`src/rtl/hazard_tracker_pkg.sv`:
```
// Shared encodings and scoreboard-entry layout for the hazard tracker.
package hazard_tracker_pkg;

    // Tuse encodings; TUSE_NONE is the all-ones value at the default 2-bit width
    localparam int TUSE_D    = 0;
    localparam int TUSE_E    = 1;
    localparam int TUSE_M    = 2;
    localparam int TUSE_NONE = 3;

    localparam int FWD_RF = 0;
    localparam int STG_E  = 1;
    localparam int STG_M  = 2;
    localparam int STG_W  = 3;

    // Tracking entry, MSB first: {valid, wr, dst, tnew}. The operand fields
    // {rs, rt} are only ever read for entry 1, so they live beside it.
    localparam int OFF_TNEW = 0;

    function automatic int off_dst(int tw);
        return tw;
    endfunction

    function automatic int off_wr(int aw, int tw);
        return aw + tw;
    endfunction

    function automatic int off_valid(int aw, int tw);
        return aw + tw + 1;
    endfunction

    function automatic int trk_w(int aw, int tw);
        return aw + tw + 2;
    endfunction

endpackage

```
`src/rtl/hazard_tracker_if.sv`:
```
// Decode-side hazard bus. Optional MDU ports appear with HAZ_MDU_EN.
interface hazard_tracker_if #(
    parameter int REG_AW = 5,
    parameter int T_W    = 2,
    parameter int NSTG   = 3,
    parameter int FS_W   = $clog2(NSTG + 1)
);
    logic [REG_AW-1:0] d_rs;
    logic [REG_AW-1:0] d_rt;
    logic [T_W-1:0]    d_tuse_rs;
    logic [T_W-1:0]    d_tuse_rt;
    logic              d_wr;
    logic [REG_AW-1:0] d_dst;
    logic [T_W-1:0]    d_tnew;
`ifdef HAZ_MDU_EN
    logic              d_is_md;
    logic              md_start;
    logic              md_busy;
`endif
    logic              stall;
    logic [FS_W-1:0]   fwd_d_rs;
    logic [FS_W-1:0]   fwd_d_rt;
    logic [FS_W-1:0]   fwd_e_rs;
    logic [FS_W-1:0]   fwd_e_rt;

    modport master (
        output d_rs, d_rt, d_tuse_rs, d_tuse_rt, d_wr, d_dst, d_tnew,
`ifdef HAZ_MDU_EN
        output d_is_md, md_start, md_busy,
`endif
        input  stall, fwd_d_rs, fwd_d_rt, fwd_e_rs, fwd_e_rt
    );

    modport slave (
        input  d_rs, d_rt, d_tuse_rs, d_tuse_rt, d_wr, d_dst, d_tnew,
`ifdef HAZ_MDU_EN
        input  d_is_md, md_start, md_busy,
`endif
        output stall, fwd_d_rs, fwd_d_rt, fwd_e_rs, fwd_e_rt
    );

endinterface

```
`src/rtl/hazard_tracker_match.sv`:
```
// Scans scoreboard entries youngest-first for one operand; returns stall request
// and forward select (stage number of the youngest ready match, else RF).
module hazard_match
    import hazard_tracker_pkg::*;
#(
    parameter int REG_AW = 5,
    parameter int T_W    = 2,
    parameter int FS_W   = 2,
    parameter int NENT   = 3,
    parameter int BASE   = 1
) (
    input  logic [REG_AW-1:0]            addr,
    input  logic [T_W-1:0]               tuse,
    input  logic [NENT-1:0]              valid,
    input  logic [NENT-1:0]              wr,
    input  logic [NENT-1:0][REG_AW-1:0]  dst,
    input  logic [NENT-1:0][T_W-1:0]     tnew,
    output logic                         stall_req,
    output logic [FS_W-1:0]              fwd_sel
);

    localparam logic [T_W-1:0] TUSE_OFF = '1;

    logic found;

    always_comb begin
        stall_req = 1'b0;
        fwd_sel   = FS_W'(FWD_RF);
        found     = 1'b0;
        for (int i = 0; i < NENT; i++) begin
            if (tuse != TUSE_OFF && valid[i] && wr[i] && dst[i] != '0 && dst[i] == addr) begin
                if (tnew[i] > tuse) stall_req = 1'b1;
                // Only the youngest match may forward; older ones are shadowed
                if (!found && tnew[i] == '0) fwd_sel = FS_W'(BASE + i);
                found = 1'b1;
            end
        end
    end

endmodule

```
`src/rtl/hazard_tracker.sv`:
```
// MIPS D-stage hazard unit: scoreboard pipeline, stall and forward selects.
// Optional macro HAZ_MDU_EN adds a stall for mult/div unit occupancy.
module hazard_tracker
    import hazard_tracker_pkg::*;
#(
    parameter int REG_AW = 5,
    parameter int T_W    = 2,
    parameter int NSTG   = 3,
    parameter int FS_W   = $clog2(NSTG + 1)
) (
    input  logic       clk,
    input  logic       reset,
    hazard_tracker_if.slave bus
);

    localparam int TRK_W     = trk_w(REG_AW, T_W);
    localparam int OFF_DST   = off_dst(T_W);
    localparam int OFF_WR    = off_wr(REG_AW, T_W);
    localparam int OFF_VALID = off_valid(REG_AW, T_W);

    logic [NSTG:1][TRK_W-1:0]  sb_trk;
    logic [REG_AW-1:0]         op_rs_p1;
    logic [REG_AW-1:0]         op_rt_p1;

    logic [NSTG:1]             sb_valid;
    logic [NSTG:1]             sb_wr;
    logic [NSTG:1][REG_AW-1:0] sb_dst;
    logic [NSTG:1][T_W-1:0]    sb_tnew;

    logic [REG_AW-1:0] op_rs_d;
    logic [REG_AW-1:0] op_rt_d;
    logic [TRK_W-1:0]  trk_d;
    logic              d_rs_stall;
    logic              d_rt_stall;
    logic              e_rs_stall_unused;
    logic              e_rt_stall_unused;
    logic              md_hold;
    logic              stall;

    function automatic logic [T_W-1:0] sat_dec(input logic [T_W-1:0] t);
        return (t == '0) ? '0 : t - 1'b1;
    endfunction

    function automatic logic [TRK_W-1:0] age(input logic [TRK_W-1:0] e);
        logic [TRK_W-1:0] r;
        r = e;
        r[OFF_TNEW +: T_W] = sat_dec(e[OFF_TNEW +: T_W]);
        return r;
    endfunction

    // Unused operands enter E as $0 so the E-side search never forwards them
    assign op_rs_d = (bus.d_tuse_rs == '1) ? '0 : bus.d_rs;
    assign op_rt_d = (bus.d_tuse_rt == '1) ? '0 : bus.d_rt;
    assign trk_d   = {1'b1, bus.d_wr, bus.d_dst, bus.d_tnew};

    // D -> entry 1 (E), then entry k -> k+1 with tnew aging
    always_ff @(posedge clk) begin
        if (reset) begin
            sb_trk   <= '0;
            op_rs_p1 <= '0;
            op_rt_p1 <= '0;
        end else begin
            if (stall) begin
                sb_trk[1] <= '0;
                op_rs_p1  <= '0;
                op_rt_p1  <= '0;
            end else begin
                sb_trk[1] <= trk_d;
                op_rs_p1  <= op_rs_d;
                op_rt_p1  <= op_rt_d;
            end
            for (int k = 2; k <= NSTG; k++) begin
                sb_trk[k] <= age(sb_trk[k-1]);
            end
        end
    end

    for (genvar k = 1; k <= NSTG; k++) begin : g_unpack
        assign sb_valid[k] = sb_trk[k][OFF_VALID];
        assign sb_wr[k]    = sb_trk[k][OFF_WR];
        assign sb_dst[k]   = sb_trk[k][OFF_DST +: REG_AW];
        assign sb_tnew[k]  = sb_trk[k][OFF_TNEW +: T_W];
    end

    hazard_match #(.REG_AW(REG_AW), .T_W(T_W), .FS_W(FS_W), .NENT(NSTG), .BASE(STG_E)) u_d_rs (
        .addr(bus.d_rs), .tuse(bus.d_tuse_rs),
        .valid(sb_valid), .wr(sb_wr), .dst(sb_dst), .tnew(sb_tnew),
        .stall_req(d_rs_stall), .fwd_sel(bus.fwd_d_rs)
    );

    hazard_match #(.REG_AW(REG_AW), .T_W(T_W), .FS_W(FS_W), .NENT(NSTG), .BASE(STG_E)) u_d_rt (
        .addr(bus.d_rt), .tuse(bus.d_tuse_rt),
        .valid(sb_valid), .wr(sb_wr), .dst(sb_dst), .tnew(sb_tnew),
        .stall_req(d_rt_stall), .fwd_sel(bus.fwd_d_rt)
    );

    hazard_match #(.REG_AW(REG_AW), .T_W(T_W), .FS_W(FS_W), .NENT(NSTG-1), .BASE(STG_M)) u_e_rs (
        .addr(op_rs_p1), .tuse(T_W'(TUSE_E)),
        .valid(sb_valid[NSTG:2]), .wr(sb_wr[NSTG:2]), .dst(sb_dst[NSTG:2]), .tnew(sb_tnew[NSTG:2]),
        .stall_req(e_rs_stall_unused), .fwd_sel(bus.fwd_e_rs)
    );

    hazard_match #(.REG_AW(REG_AW), .T_W(T_W), .FS_W(FS_W), .NENT(NSTG-1), .BASE(STG_M)) u_e_rt (
        .addr(op_rt_p1), .tuse(T_W'(TUSE_E)),
        .valid(sb_valid[NSTG:2]), .wr(sb_wr[NSTG:2]), .dst(sb_dst[NSTG:2]), .tnew(sb_tnew[NSTG:2]),
        .stall_req(e_rt_stall_unused), .fwd_sel(bus.fwd_e_rt)
    );

`ifdef HAZ_MDU_EN
    assign md_hold = bus.d_is_md & (bus.md_start | bus.md_busy);
`else
    assign md_hold = 1'b0;
`endif

    assign stall     = d_rs_stall | d_rt_stall | md_hold;
    assign bus.stall = stall;

endmodule

```
`src/flat_wrapper.sv`:
```
// flat-port wrapper written by rule: the top's interface ports become plain ports
module hazard_tracker_flat import hazard_tracker_pkg::*;
#(
    parameter int REG_AW = 5,
    parameter int T_W    = 2,
    parameter int NSTG   = 3,
    parameter int FS_W   = $clog2(NSTG + 1)
)
  (clk, reset, bus_d_rs, bus_d_rt, bus_d_tuse_rs, bus_d_tuse_rt, bus_d_wr, bus_d_dst, bus_d_tnew, bus_stall, bus_fwd_d_rs, bus_fwd_d_rt, bus_fwd_e_rs, bus_fwd_e_rt);
  hazard_tracker_if #(.REG_AW(REG_AW), .T_W(T_W), .NSTG(NSTG), .FS_W(FS_W)) bus_i ();
  input  logic clk;
  input  logic reset;
  input wire logic [$bits(bus_i.d_rs)-1:0] bus_d_rs;
  input wire logic [$bits(bus_i.d_rt)-1:0] bus_d_rt;
  input wire logic [$bits(bus_i.d_tuse_rs)-1:0] bus_d_tuse_rs;
  input wire logic [$bits(bus_i.d_tuse_rt)-1:0] bus_d_tuse_rt;
  input wire logic [$bits(bus_i.d_wr)-1:0] bus_d_wr;
  input wire logic [$bits(bus_i.d_dst)-1:0] bus_d_dst;
  input wire logic [$bits(bus_i.d_tnew)-1:0] bus_d_tnew;
  output wire logic [$bits(bus_i.stall)-1:0] bus_stall;
  output wire logic [$bits(bus_i.fwd_d_rs)-1:0] bus_fwd_d_rs;
  output wire logic [$bits(bus_i.fwd_d_rt)-1:0] bus_fwd_d_rt;
  output wire logic [$bits(bus_i.fwd_e_rs)-1:0] bus_fwd_e_rs;
  output wire logic [$bits(bus_i.fwd_e_rt)-1:0] bus_fwd_e_rt;
  assign bus_i.d_rs = bus_d_rs;
  assign bus_i.d_rt = bus_d_rt;
  assign bus_i.d_tuse_rs = bus_d_tuse_rs;
  assign bus_i.d_tuse_rt = bus_d_tuse_rt;
  assign bus_i.d_wr = bus_d_wr;
  assign bus_i.d_dst = bus_d_dst;
  assign bus_i.d_tnew = bus_d_tnew;
  assign bus_stall = bus_i.stall;
  assign bus_fwd_d_rs = bus_i.fwd_d_rs;
  assign bus_fwd_d_rt = bus_i.fwd_d_rt;
  assign bus_fwd_e_rs = bus_i.fwd_e_rs;
  assign bus_fwd_e_rt = bus_i.fwd_e_rt;
  hazard_tracker #(.REG_AW(REG_AW), .T_W(T_W), .NSTG(NSTG), .FS_W(FS_W)) u_core (.clk(clk), .reset(reset), .bus(bus_i));
endmodule
```
`config.mk`:
```
export PLATFORM = sky130hd
export DESIGN_NAME = hazard_tracker_flat
export DESIGN_NICKNAME = d
export VERILOG_FILES = /design/src/rtl/hazard_tracker_pkg.sv /design/src/rtl/hazard_tracker_if.sv /design/src/rtl/hazard_tracker_match.sv /design/src/rtl/hazard_tracker.sv /design/src/flat_wrapper.sv
export SDC_FILE = /design/constraint.sdc
export NUM_CORES = 1
export LEC_CHECK = 0
export CAP_MARGIN = 20
export CORE_UTILIZATION = 58
export DETAILED_ROUTE_END_ITERATION = 6
export HOLD_SLACK_MARGIN = 0.05
export PLACE_DENSITY = 0.84
export REMOVE_ABC_BUFFERS = 1
export SYNTH_ARGS = -nofsm -noshare
export SYNTH_HDL_FRONTEND = slang
export SYNTH_SLANG_ARGS = --single-unit
```
`constraint.sdc`:
```
create_clock -name clk -period 6.41 [get_ports clk]
set_input_delay 0.641 -clock clk [delete_from_list [all_inputs] [get_ports clk]]
set_output_delay 0.641 -clock clk [all_outputs]
set_load 0.02 [all_outputs]
```
Yosys cells after proc, flatten, opt, wreduce, memory -nomap -nowiden

Index checks and enable logic that the tools add are counted.

Input port bits: 24
Register bits: 37
Output and inout bits: 9
Word-level logic and storage cells: 123

Bitwise operators: 1
Reductions and logical operators: 55
Multiplexer cells: 37
Add/subtract/negate cells: 2
Equal/unequal tests: 14
Order comparisons: 6

Operators by type and width:

| operator                                         | number |
|---|---|
| equality test 5 bit                              | 10 |
| logical AND 1 bit                                | 38 |
| two-way mux 2 bit                                | 15 |
| two-way mux 1 bit                                | 21 |
| nonzero test 5 bit                               | 3 |
| greater-than comparator 2 bit                    | 6 |
| two-way mux 9 bit                                | 1 |
| zero test 1 bit                                  | 6 |
| zero test 2 bit                                  | 3 |
| OR reduction 2 bit                               | 3 |
| OR reduction 3 bit                               | 2 |
| equality test 2 bit, second input constant       | 2 |
| inequality test 2 bit, second input constant     | 2 |
| subtractor 2 x 1 -> 2 bit, second input constant | 2 |
| bitwise OR 1 bit                                 | 1 |

Longest topological paths before layout

Gate-level depths: netlist of the first run.

Depth in word-level cells: 12
Depth in mapped cells: 8
Depth with buffers taken out: 7

Modules after synthesis

Synthesis of the first run repeated with hierarchy kept, for this count alone.

Cells, all modules: 289
Area total of the unflattened synthesis: 2565.0 um^2

By module, submodules not included:

| module                            | times used | area an instance (um^2) | cells an instance | seq. area each (um^2) |
|---|---|---|---|---|
| hazard_tracker                    | 1          | 1061.0                  | 87                | 740.7 |
| hazard_match at u_core.u_d_rs ... | 2          | 430.4                   | 58                | 0.0 |
| hazard_match at u_core.u_e_rs ... | 2          | 321.6                   | 43                | 0.0 |

Least setup slack after synthesis of the first run

OpenSTA, ideal clock, no wires.

Path kind: register -> output
Start point: register u_core.sb_trk, in the netlist u_core.sb_dst[6]
End point: output bus_fwd_e_rt[1]
Buffers on the path: 1
Data required time: 5.769 ns
Cell stages (with the launch flop): 7
Arrival time: 2.070 ns
Path slack: 3.699 ns
Cells stage by stage: dfxtp_1 -> clkbuf_1 -> or3_1 -> o311a_1 -> and4_1 -> nor3_1 -> a21o_1

Word-level cells in the longest chain between the ends: 8
Elaborated cells between the ends (all ways): 10
Those cells by class: 1 x eq/ne; 4 x mux; 5 x reduce/logical

RTL lines:

| element                         | RTL line                   | RTL |
|---|---|---|
| start, declared                 | hazard_tracker.sv:21       | `logic [NSTG:1][TRK_W-1:0] sb_trk;` |
| start signal, assigned by index | hazard_tracker.sv:73       | `sb_trk[k] <= age(sb_trk[k-1]);` |
| nonzero test 5 bit              | hazard_tracker_match.sv:31 | `if (tuse != TUSE_OFF && valid[i] && wr[i] && dst[i] != '0 && dst[i] == addr) begin` |
| logical AND 1 bit               | hazard_tracker_match.sv:31 |  |
| logical AND 1 bit (*)           | hazard_tracker_match.sv:31 |  |
| two-way mux 1 bit               | hazard_tracker_match.sv:31 |  |
| zero test 1 bit                 | hazard_tracker_match.sv:34 | `if (!found && tnew[i] == '0) fwd_sel = FS_W'(BASE + i);` |
| logical AND 1 bit               | hazard_tracker_match.sv:34 |  |
| two-way mux 2 bit               | hazard_tracker_match.sv:34 |  |
| two-way mux 2 bit (*)           | hazard_tracker_match.sv:31 |  |
| end, declared                   | flat_wrapper.sv:24         | `output wire logic [$bits(bus_i.fwd_e_rt)-1:0] bus_fwd_e_rt;` |

Mark *: on every way between the ends. The rest lies on a longest branch, timed or not.

Worst setup path in the final report of the first run

Start point: input bus_d_tuse_rs[1]
End point: output bus_stall

Word-level cells in the longest chain between the ends: 11
Elaborated cells between the ends (all ways): 23
Those cells by class: 3 x order compare; 1 x eq/ne; 6 x mux; 1 x bitwise; 12 x reduce/logical

RTL lines:

| element                         | RTL line                   | RTL |
|---|---|---|
| start, declared                 | flat_wrapper.sv:15         | `input wire logic [$bits(bus_i.d_tuse_rs)-1:0] bus_d_tuse_rs;` |
| inequality test 2 bit           | hazard_tracker_match.sv:31 |  |
| logical AND 1 bit (4 in series) | hazard_tracker_match.sv:31 |  |
| two-way mux 1 bit               | hazard_tracker_match.sv:31 |  |
| two-way mux 1 bit               | hazard_tracker_match.sv:32 | `if (tnew[i] > tuse) stall_req = 1'b1;` |
| two-way mux 1 bit               | hazard_tracker_match.sv:31 |  |
| two-way mux 1 bit               | hazard_tracker_match.sv:32 |  |
| two-way mux 1 bit (*)           | hazard_tracker_match.sv:31 |  |
| bitwise OR 1 bit (*)            | hazard_tracker.sv:115      | `assign stall = d_rs_stall \| d_rt_stall \| md_hold;` |
| end, declared                   | flat_wrapper.sv:20         | `output wire logic [$bits(bus_i.stall)-1:0] bus_stall;` |

Marks and branches as above.

==> results of run 1 <==
## critical path: stages
cell and delay [ns]:
sky130_fd_sc_hd__clkdlybuf4s50_1 0.50, sky130_fd_sc_hd__inv_1 0.09, sky130_fd_sc_hd__ha_1 0.32, sky130_fd_sc_hd__a211oi_1 0.27
sky130_fd_sc_hd__a22o_1 0.59, sky130_fd_sc_hd__or3_1 0.21, sky130_fd_sc_hd__clkdlybuf4s50_1 0.60
## layer usage
metal	vias up	global-route usage
met3	13	0.0687
met5	-	0
met4	0	0.122
met2	76	0.479
met1	874	0.341
li1	946	-
## placed cells by master (no fill, tap or decap), drive strengths merged, types with 4 or more instances in the layout
master	n
nand2b	8
nand3b	11
ha	14
dfxtp	37
nor2b	17
nor4	22
clkbuf	6
xor2	30
nand2	6
nand4	7
clkdlybuf4s50	32
nor2	6
xnor2	20
nor3	12
inv	11
nand3	4
a21oi	4
## flip-flops by register name, summed over array words and instances (netlist names)
signal and count:
u_core.sb_dst 15, u_core.op_rs_p1 5, u_core.sb_trk 6, u_core.op_rt_p1 5, u_core.sb_tnew 6
## Yosys cell counts
cell type	number	area (µm²)
sky130_fd_sc_hd__or3_1	3	18.8
sky130_fd_sc_hd__and3_1	1	6.26
sky130_fd_sc_hd__ha_1	14	175
sky130_fd_sc_hd__and2_1	2	12.5
sky130_fd_sc_hd__o21ai_0	2	10.0
sky130_fd_sc_hd__mux2i_1	2	20.0
sky130_fd_sc_hd__clkbuf_1	14	52.6
sky130_fd_sc_hd__or4_1	2	15.0
sky130_fd_sc_hd__xor2_1	30	263
sky130_fd_sc_hd__nand3b_1	11	82.6
sky130_fd_sc_hd__buf_6	2	22.5
sky130_fd_sc_hd__o211ai_2	1	12.5
sky130_fd_sc_hd__nor3_1	12	60.1
sky130_fd_sc_hd__or4_4	1	11.3
sky130_fd_sc_hd__o311a_1	1	10.0
sky130_fd_sc_hd__nor2b_1	17	106
sky130_fd_sc_hd__a21oi_1	4	20.0
sky130_fd_sc_hd__a21boi_0	1	7.51
sky130_fd_sc_hd__a2111oi_0	1	8.76
sky130_fd_sc_hd__a211oi_1	2	15.0
sky130_fd_sc_hd__nor2_1	6	22.5
sky130_fd_sc_hd__buf_2	4	20.0
sky130_fd_sc_hd__a22o_1	1	8.76
sky130_fd_sc_hd__a2bb2oi_1	2	17.5
sky130_fd_sc_hd__nand3_1	4	20.0
sky130_fd_sc_hd__and4_1	2	17.5
sky130_fd_sc_hd__nor4_1	22	138
sky130_fd_sc_hd__nand2_1	6	22.5
sky130_fd_sc_hd__o211ai_1	2	15.0
sky130_fd_sc_hd__xnor2_1	20	175
sky130_fd_sc_hd__a21o_1	1	7.51
sky130_fd_sc_hd__dfxtp_1	37	741
sky130_fd_sc_hd__inv_1	11	41.3
sky130_fd_sc_hd__nand2b_1	8	50.1
sky130_fd_sc_hd__nand4_1	7	43.8
## final timing paths
check | end | depth (start not counted) | slack [ns] | startpoint
min | u_core.sb_tnew[2] | 1 | 0.42 | u_core.sb_tnew[0]
min reg2reg | u_core.sb_tnew[2] | 1 | 0.42 | u_core.sb_tnew[0]
max reg2reg | u_core.op_rs_p1[0] | 5 | 4.19 | u_core.sb_dst[10]
max | bus_stall | 7 | 2.55 | bus_d_tuse_rs[1]
## power breakdown
| part | internal, µW | leakage (µW) | switching, µW |
|---|---|---|---|
| clock network | 75.3 | 0.0000450 | 82.9 |
| registers | 241 | 0.000305 | 13.9 |
| logic | 46.4 | 0.000767 | 41.3 |
| total | 363 | 0.00112 | 138 |
## metrics by stage
stage,hold WS [ns],setup WS [ns],util,instances
floorplan,0.394,1.86,-,236
global placement,0.413,2.62,0.695,319
detailed placement,0.417,2.59,0.695,319
CTS,0.426,2.57,0.718,327
global route,0.458,2.36,0.718,327
finish,0.421,2.55,0.718,327
## final cells by class
type | instances | area share
Multi-Input combinational cell | 188 | 0.525
Sequential cell | 37 | 0.278
Timing Repair Buffer | 35 | 0.129
Clock buffer | 6 | 0.0272
Tap cell | 48 | 0.0225
Inverter | 11 | 0.0155
Clock inverter | 2 | 0.00375
## logic make-up after synthesis
logic type      synth area share
xor+xnor                   0.193
flops                      0.326
fa+ha+maj                 0.0772
simple gates               0.276
mux                      0.00882
buf+inv                   0.0601
compound gates            0.0584
==> impl_table.tex, run 1 <==
\begin{tabular}{lr}
\hline
Metric & Value \\
\hline
\multicolumn{2}{l}{\textbf{Synthesis}} \\
\quad FF+latch count, synth & 37 \\
\quad Count of mapped cells out of synthesis & roughly 260 \\
\quad Fraction of the yosys area taken by sequential cells & 0.326 \\
\quad Number of warnings reported in the yosys synthesis log & 0 \\
\quad Area of the mapped netlist & 2270 µm² \\
\quad Average size of a mapped cell & 8.87 µm² \\
\quad Post-synth cell types & 35 \\
\multicolumn{2}{l}{\textbf{Route}} \\
\quad Via density & between 5 and 6 \\
\quad Final routed DRC violation total & 0 \\
\quad DR iter-0 viols & 80 \\
\quad Met3 wire len & $\sim$320 µm \\
\quad Average wire length per cell after detail routing & 16.1 µm \\
\quad Highest signal layer in the routed design & met4 \\
\quad Total via count after detailed routing & $\sim$1900 \\
\quad Met2 WL & 2590 µm \\
\quad Total wirelength of the detailed-routed design & 5280 µm \\
\quad Met1 Routed Length & 2230 µm \\
\quad Router iterations before antenna repair & 4 \\
\quad Remaining number of nets flagged by the antenna check after routing & 0 \\
\multicolumn{2}{l}{\textbf{Placed design}} \\
\quad Cell area reported after detailed placement & 2580 µm² \\
\quad Final Wtd Congestion & $\sim$0.90 \\
\quad Count of buffers inserted at the top-level ports & 32 \\
\quad Half-perimeter wire length after detailed placement & around 4000 µm \\
\multicolumn{2}{l}{\textbf{STA}} \\
\quad Fmax & 259 MHz \\
\quad Number of hold-slack violations in the final timing report & 0 \\
\quad Slew HR & 0.568 \\
\quad Slew at the pin with the worst max-slew slack & 0.647 ns \\
\quad Setup tns final & 0 ns \\
\quad Setup repair after global routing missed its margin & false \\
\quad Largest clock skew in the final design & approximately 0.01 ns \\
\quad Slew Viols, Final & 0 \\
\quad Final period demand of the worst path & 3.86 ns \\
\quad Final-report setup violation count & 0 \\
\quad Period utilisation layout & 0.602 \\
\multicolumn{2}{l}{\textbf{Power}} \\
\quad Sum of internal, switching and leakage power & $\sim$500 µW \\
\quad Power density cells & approximately 190 nW/µm² \\
\quad Leakage component of the power & approximately 0.0011 µW \\
\quad Peak supply drop & roughly 160 µV \\
\multicolumn{2}{l}{\textbf{Global routing}} \\
\quad Wire length of the first global-routing pass & roughly 8700 µm \\
\quad GRT Resource Usage Total & 0.284 \\
\quad Maximum number of pins on one net before global-route repair & 38 \\
\quad Total congestion overflow after global routing & 0 \\
\quad Initial antenna violation count & 0 \\
\quad Number of global-route vias before repair & 1871 \\
\multicolumn{2}{l}{\textbf{Critical path}} \\
\quad Kind of capture point of the worst setup path & primary output \\
\quad Arrival time at the worst endpoint & approximately 3.2 ns \\
\quad Critical setup path kind & in2out \\
\quad Critical path peak fanout & 20 \\
\quad Req. time, crit path & between 5 and 6 ns \\
\quad Startpoint types & primary input \\
\multicolumn{2}{l}{\textbf{Clock network}} \\
\quad H-tree lvl count & 2 \\
\quad Post-CTS clock slew at the launch and capture registers of the worst setup and hold paths & 0.06 ns \\
\quad Clk Latency, worst-skew pair & slightly below 0.3 ns \\
\quad Number of buffers added by the clock tree synthesis step & 5 \\
\quad Number of clock sinks & 37 \\
\quad Post-CTS Hold Fix Bufs & 0 \\
\quad Number of gates resized after cts & 0 \\
\quad Clock tree buffer depth & 2 \\
\quad Post-CTS setup buffers & 0 \\
\quad CTS Root Cell & sky130\_fd\_sc\_hd\_\_clkbuf\_8 \\
\quad CTS tree & built \\
\multicolumn{2}{l}{\textbf{Floorplan}} \\
\quad Initial Util & 0.611 \\
\quad Die Area & between 4000 and 5000 µm² \\
\quad Die outline height & around 65 µm \\
\quad Die X-Extent & between 60 and 70 µm \\
\quad IO Pins & 33 \\
\quad Floorplan Core Area & between 3000 and 4000 µm² \\
\quad FP Rows & 22 \\
\multicolumn{2}{l}{\textbf{Finish}} \\
\quad Layout cell share with drive strength beyond 1 & 0.0466 \\
\quad Area occupied by multi-input gates & between 1000 and 1500 µm² \\
\quad Finished layout cell area & 2670 µm² \\
\quad Fillers & about 290 \\
\quad Antenna cell count & 0 \\
\quad Area overhead of the layout relative to synthesis & 17.5\% \\
\quad Post-layout net count & roughly 320 \\
\quad Area taken by flip-flops and latches & between 700 and 800 µm² \\
\multicolumn{2}{l}{\textbf{Outcome}} \\
\quad Result of the run & complete, no violations \\
\multicolumn{2}{l}{\textbf{Run}} \\
\quad Max-cap violation count & 0 \\
\multicolumn{2}{l}{\textbf{Hold path}} \\
\quad Kind of path behind the tightest hold check & reg2reg \\
\hline
\end{tabular}
(Power assumes the default switching activity.)
==> run 2: changes to the inputs <==
--- a/config.mk
+++ b/config.mk
@@ -6,10 +6,10 @@
 export NUM_CORES = 1
 export LEC_CHECK = 0
 export CAP_MARGIN = 20
-export CORE_UTILIZATION = 58
+export CORE_UTILIZATION = 49
 export DETAILED_ROUTE_END_ITERATION = 6
 export HOLD_SLACK_MARGIN = 0.05
-export PLACE_DENSITY = 0.84
+export PLACE_DENSITY = 0.76
 export REMOVE_ABC_BUFFERS = 1
 export SYNTH_ARGS = -nofsm -noshare
 export SYNTH_HDL_FRONTEND = slang
==> constraint.sdc (replaced) <==
create_clock -name clk -period 3.21 [get_ports clk]
set_input_delay 0.321 -clock clk [delete_from_list [all_inputs] [get_ports clk]]
set_output_delay 0.321 -clock clk [all_outputs]
set_load 0.02 [all_outputs]
==> run 2 against run 1 <==
Effect of this change: worst setup slack worse by 2.4 ns; critical endpoint unchanged; highest routed layer unchanged; combinational power increased by 110%; clock power increased to 2.5 times the previous value.
==> impl_table.tex, run 2 (synthesis results as in run 1) <==
\begin{tabular}{lr}
\hline
Metric & Value \\
\hline
\multicolumn{2}{l}{\textbf{Finish}} \\
\quad Post-layout net count & 325 (+2.8\%) \\
\quad Flip-flop count of the largest register after layout & 15 (unchanged) \\
\quad Commonest cells after routing, fill and taps aside & 37 x sky130\_fd\_sc\_hd\_\_dfxtp\_1, 31 x sky130\_fd\_sc\_hd\_\_clkdlybuf4s50\_1, 30 x sky130\_fd\_sc\_hd\_\_xor2\_1 \\
\quad Most common library cell in the layout ignoring fill and taps & sky130\_fd\_sc\_hd\_\_dfxtp\_1 \\
\quad End-of-flow core utilization & 0.630 (-0.0880) \\
\quad Layout cell share with drive strength beyond 1 & 0.0764 (+0.0298) \\
\quad Antenna cell count & 0 (unchanged) \\
\quad Area overhead of the layout relative to synthesis & 22.4\% \\
\multicolumn{2}{l}{\textbf{Global routing}} \\
\quad Number of global-route vias before repair & 1911 (+2.1\%) \\
\quad Maximum number of pins on one net before global-route repair & 32 (-16\%) \\
\quad Wire length of the first global-routing pass & 9190 µm (+5.2\%) \\
\quad Total congestion overflow after global routing & 0 (unchanged) \\
\quad GRT Resource Usage Total & 0.247 (-0.0366) \\
\quad Initial antenna violation count & 0 (unchanged) \\
\multicolumn{2}{l}{\textbf{Critical path}} \\
\quad CP Launch Point & u\_core.sb\_dst[10] \\
\quad Critical setup path kind & reg2out \\
\quad Startpoint types & flip-flop \\
\quad Sequence of cells on the critical path & or4\_4 -> o211ai\_4 -> a211oi\_1 -> a22o\_1 -> or3\_1 -> clkdlybuf4s50\_1 \\
\quad Req. time, crit path & 2.89 ns (-2.88 ns) \\
\quad Arrival time at the worst endpoint & 2.78 ns (-0.44 ns) \\
\quad Kind of capture point of the worst setup path & primary output \\
\quad Standard cell with the maximum stage delay on the critical path & sky130\_fd\_sc\_hd\_\_or4\_4 \\
\quad Slowest Stage Delay on Critical Path & 0.57 ns (-0.03 ns) \\
\quad Critical path peak fanout & 5 (-75\%) \\
\quad Worst flop-to-flop path startpoint & u\_core.sb\_dst[10] \\
\multicolumn{2}{l}{\textbf{Route}} \\
\quad Average wire length per cell after detail routing & 16.3 µm (+0.73\%) \\
\quad Router iterations before antenna repair & 4 (unchanged) \\
\quad Via density & 5.64 (-3.3\%) \\
\quad Met1 Routed Length & 2350 µm (+5.4\%) \\
\quad Remaining number of nets flagged by the antenna check after routing & 0 (unchanged) \\
\quad Total wirelength of the detailed-routed design & 5530 µm (+4.7\%) \\
\quad Met3 wire len & 410 µm (+27\%) \\
\quad Highest signal layer in the routed design & met4 \\
\quad Total via count after detailed routing & 1919 (+0.52\%) \\
\quad Final routed DRC violation total & 0 (unchanged) \\
\quad Met2 WL & 2630 µm (+1.8\%) \\
\quad DR iter-0 viols & 244 (+200\%) \\
\multicolumn{2}{l}{\textbf{STA}} \\
\quad Final period demand of the worst path & $\sim$3.1 ns \\
\quad Slew HR & 0.379 (-0.190) \\
\quad Slew Viols, Final & 0 (unchanged) \\
\quad Largest clock skew in the final design & 0.00721 ns (-0.00277 ns) \\
\quad Number of hold-slack violations in the final timing report & 0 (unchanged) \\
\quad Final-report setup violation count & 0 (unchanged) \\
\quad Period utilisation layout & 0.965 \\
\quad Setup repair after global routing missed its margin & false \\
\quad Fmax & roughly 320 MHz \\
\quad Slew at the pin with the worst max-slew slack & 0.929 ns (+0.281 ns) \\
\multicolumn{2}{l}{\textbf{Power}} \\
\quad Sum of internal, switching and leakage power & 1090 µW (+120\%) \\
\quad Power density cells & 392 nW/µm² (+110\%) \\
\quad Leakage component of the power & 0.00119 µW (+6.1\%) \\
\quad Peak supply drop & 272 µV (+65\%) \\
\multicolumn{2}{l}{\textbf{Clock network}} \\
\quad Post-CTS clock slew at the launch and capture registers of the worst setup and hold paths & 0.08 ns (+0.02 ns) \\
\quad Number of clock sinks & 37 (unchanged) \\
\quad Number of buffers added by the clock tree synthesis step & 5 (unchanged) \\
\quad H-tree lvl count & 2 (unchanged) \\
\quad CTS Root Cell & sky130\_fd\_sc\_hd\_\_clkbuf\_8 \\
\quad Post-CTS Hold Fix Bufs & 0 (unchanged) \\
\quad CTS tree & built \\
\quad Clock tree buffer depth & 2 (unchanged) \\
\quad Clk Latency, worst-skew pair & 0.29 ns (about the same) \\
\multicolumn{2}{l}{\textbf{Hold path}} \\
\quad Kind of path behind the tightest hold check & reg2reg \\
\quad Origin of the worst min-delay path & u\_core.sb\_tnew[0] \\
\multicolumn{2}{l}{\textbf{Outcome}} \\
\quad Result of the run & complete, no violations \\
\multicolumn{2}{l}{\textbf{Floorplan}} \\
\quad Die X-Extent & 70.1 µm (+8.5\%) \\
\quad Floorplan Core Area & 4410 µm² (+19\%) \\
\quad Die outline height & 70.1 µm (+8.5\%) \\
\quad FP Rows & 24 (+9.1\%) \\
\quad Initial Util & 0.514 (-0.0966) \\
\quad Die Area & 4910 µm² (+18\%) \\
\quad IO Pins & 33 (unchanged) \\
\multicolumn{2}{l}{\textbf{Placed design}} \\
\quad Half-perimeter wire length after detailed placement & 4130 µm (+3.5\%) \\
\quad Final Wtd Congestion & 0.927 (+2.6\%) \\
\quad Count of buffers inserted at the top-level ports & 32 (unchanged) \\
\multicolumn{2}{l}{\textbf{Run}} \\
\quad Max-cap violation count & 0 (unchanged) \\
\hline
\end{tabular}
-- run 2: worst max-delay path, delay by kind of cell (launching register included) --
family	cells	cell delay, ns
buf+inv	1	0.55
flops	1	0.40
simple gates	2	0.94
compound gates	3	0.60
-- run 2: metal layers --
| metal | vias up | track usage |
|---|---|---|
| li1 | 951 | - |
| met1 | 877 | 0.317 |
| met2 | 79 | 0.401 |
| met3 | 12 | 0.0505 |
| met4 | 0 | 0.109 |
| met5 | - | 0 |
-- run 2: stage by stage --
stage / area, µm² / hold slack [ns] / setup TNS, ns / std cells / setup WS [ns]
CTS: 2770 / 0.430 / 0 / 340 / 0.0871
global placement: 2660 / 0.417 / 0 / 332 / 0.219
detailed placement: 2660 / 0.414 / 0 / 332 / 0.212
floorplan: 2170 / 0.392 / -5.45 / 236 / -0.702
finish: 2780 / 0.428 / 0 / 340 / 0.112
global route: 2780 / 0.447 / 0 / 340 / 0.0147
-- run 2: area by class of cell --
cell class | count | area [µm²]
Multi-Input combinational cell | 188 | 1410
Sequential cell | 37 | 741
Timing Repair Buffer | 44 | 413
Clock buffer | 6 | 72.6
Fill cell | 375 | 1640
Clock inverter | 2 | 38.8
Inverter | 11 | 41.3
Tap cell | 52 | 65.1
-- run 2: final timing paths --
kind                         to  slack, ns  cells after the start
max                   bus_stall       0.11                      6
max reg2reg  u_core.op_rt_p1[3]       1.00                      6
min           u_core.sb_tnew[2]       0.43                      1
min reg2reg   u_core.sb_tnew[2]       0.43                      1
-- run 2: power breakdown --
part	total [µW]	switching, µW	internal (µW)
Combinational	182	83.8	97.9
Sequential	509	27.8	481
Clock	399	166	233
Total	1090	278	812
-- run 2: timing repair --
action / 4_1_cts / 5_1_grt
resized for setup: 0 / 2
setup buffers: 0 / 0
endpoints found under the setup margin: 0 / 2
==> run 3: changes to the inputs <==
--- a/config.mk
+++ b/config.mk
@@ -8,7 +8,7 @@
 export CAP_MARGIN = 20
 export CORE_UTILIZATION = 49
 export DETAILED_ROUTE_END_ITERATION = 6
-export HOLD_SLACK_MARGIN = 0.05
+export HOLD_SLACK_MARGIN = 0.15
 export PLACE_DENSITY = 0.76
 export REMOVE_ABC_BUFFERS = 1
 export SYNTH_ARGS = -nofsm -noshare
==> results of run 3 <==
Final layout, timing and power as in run 2 (identical DEF).
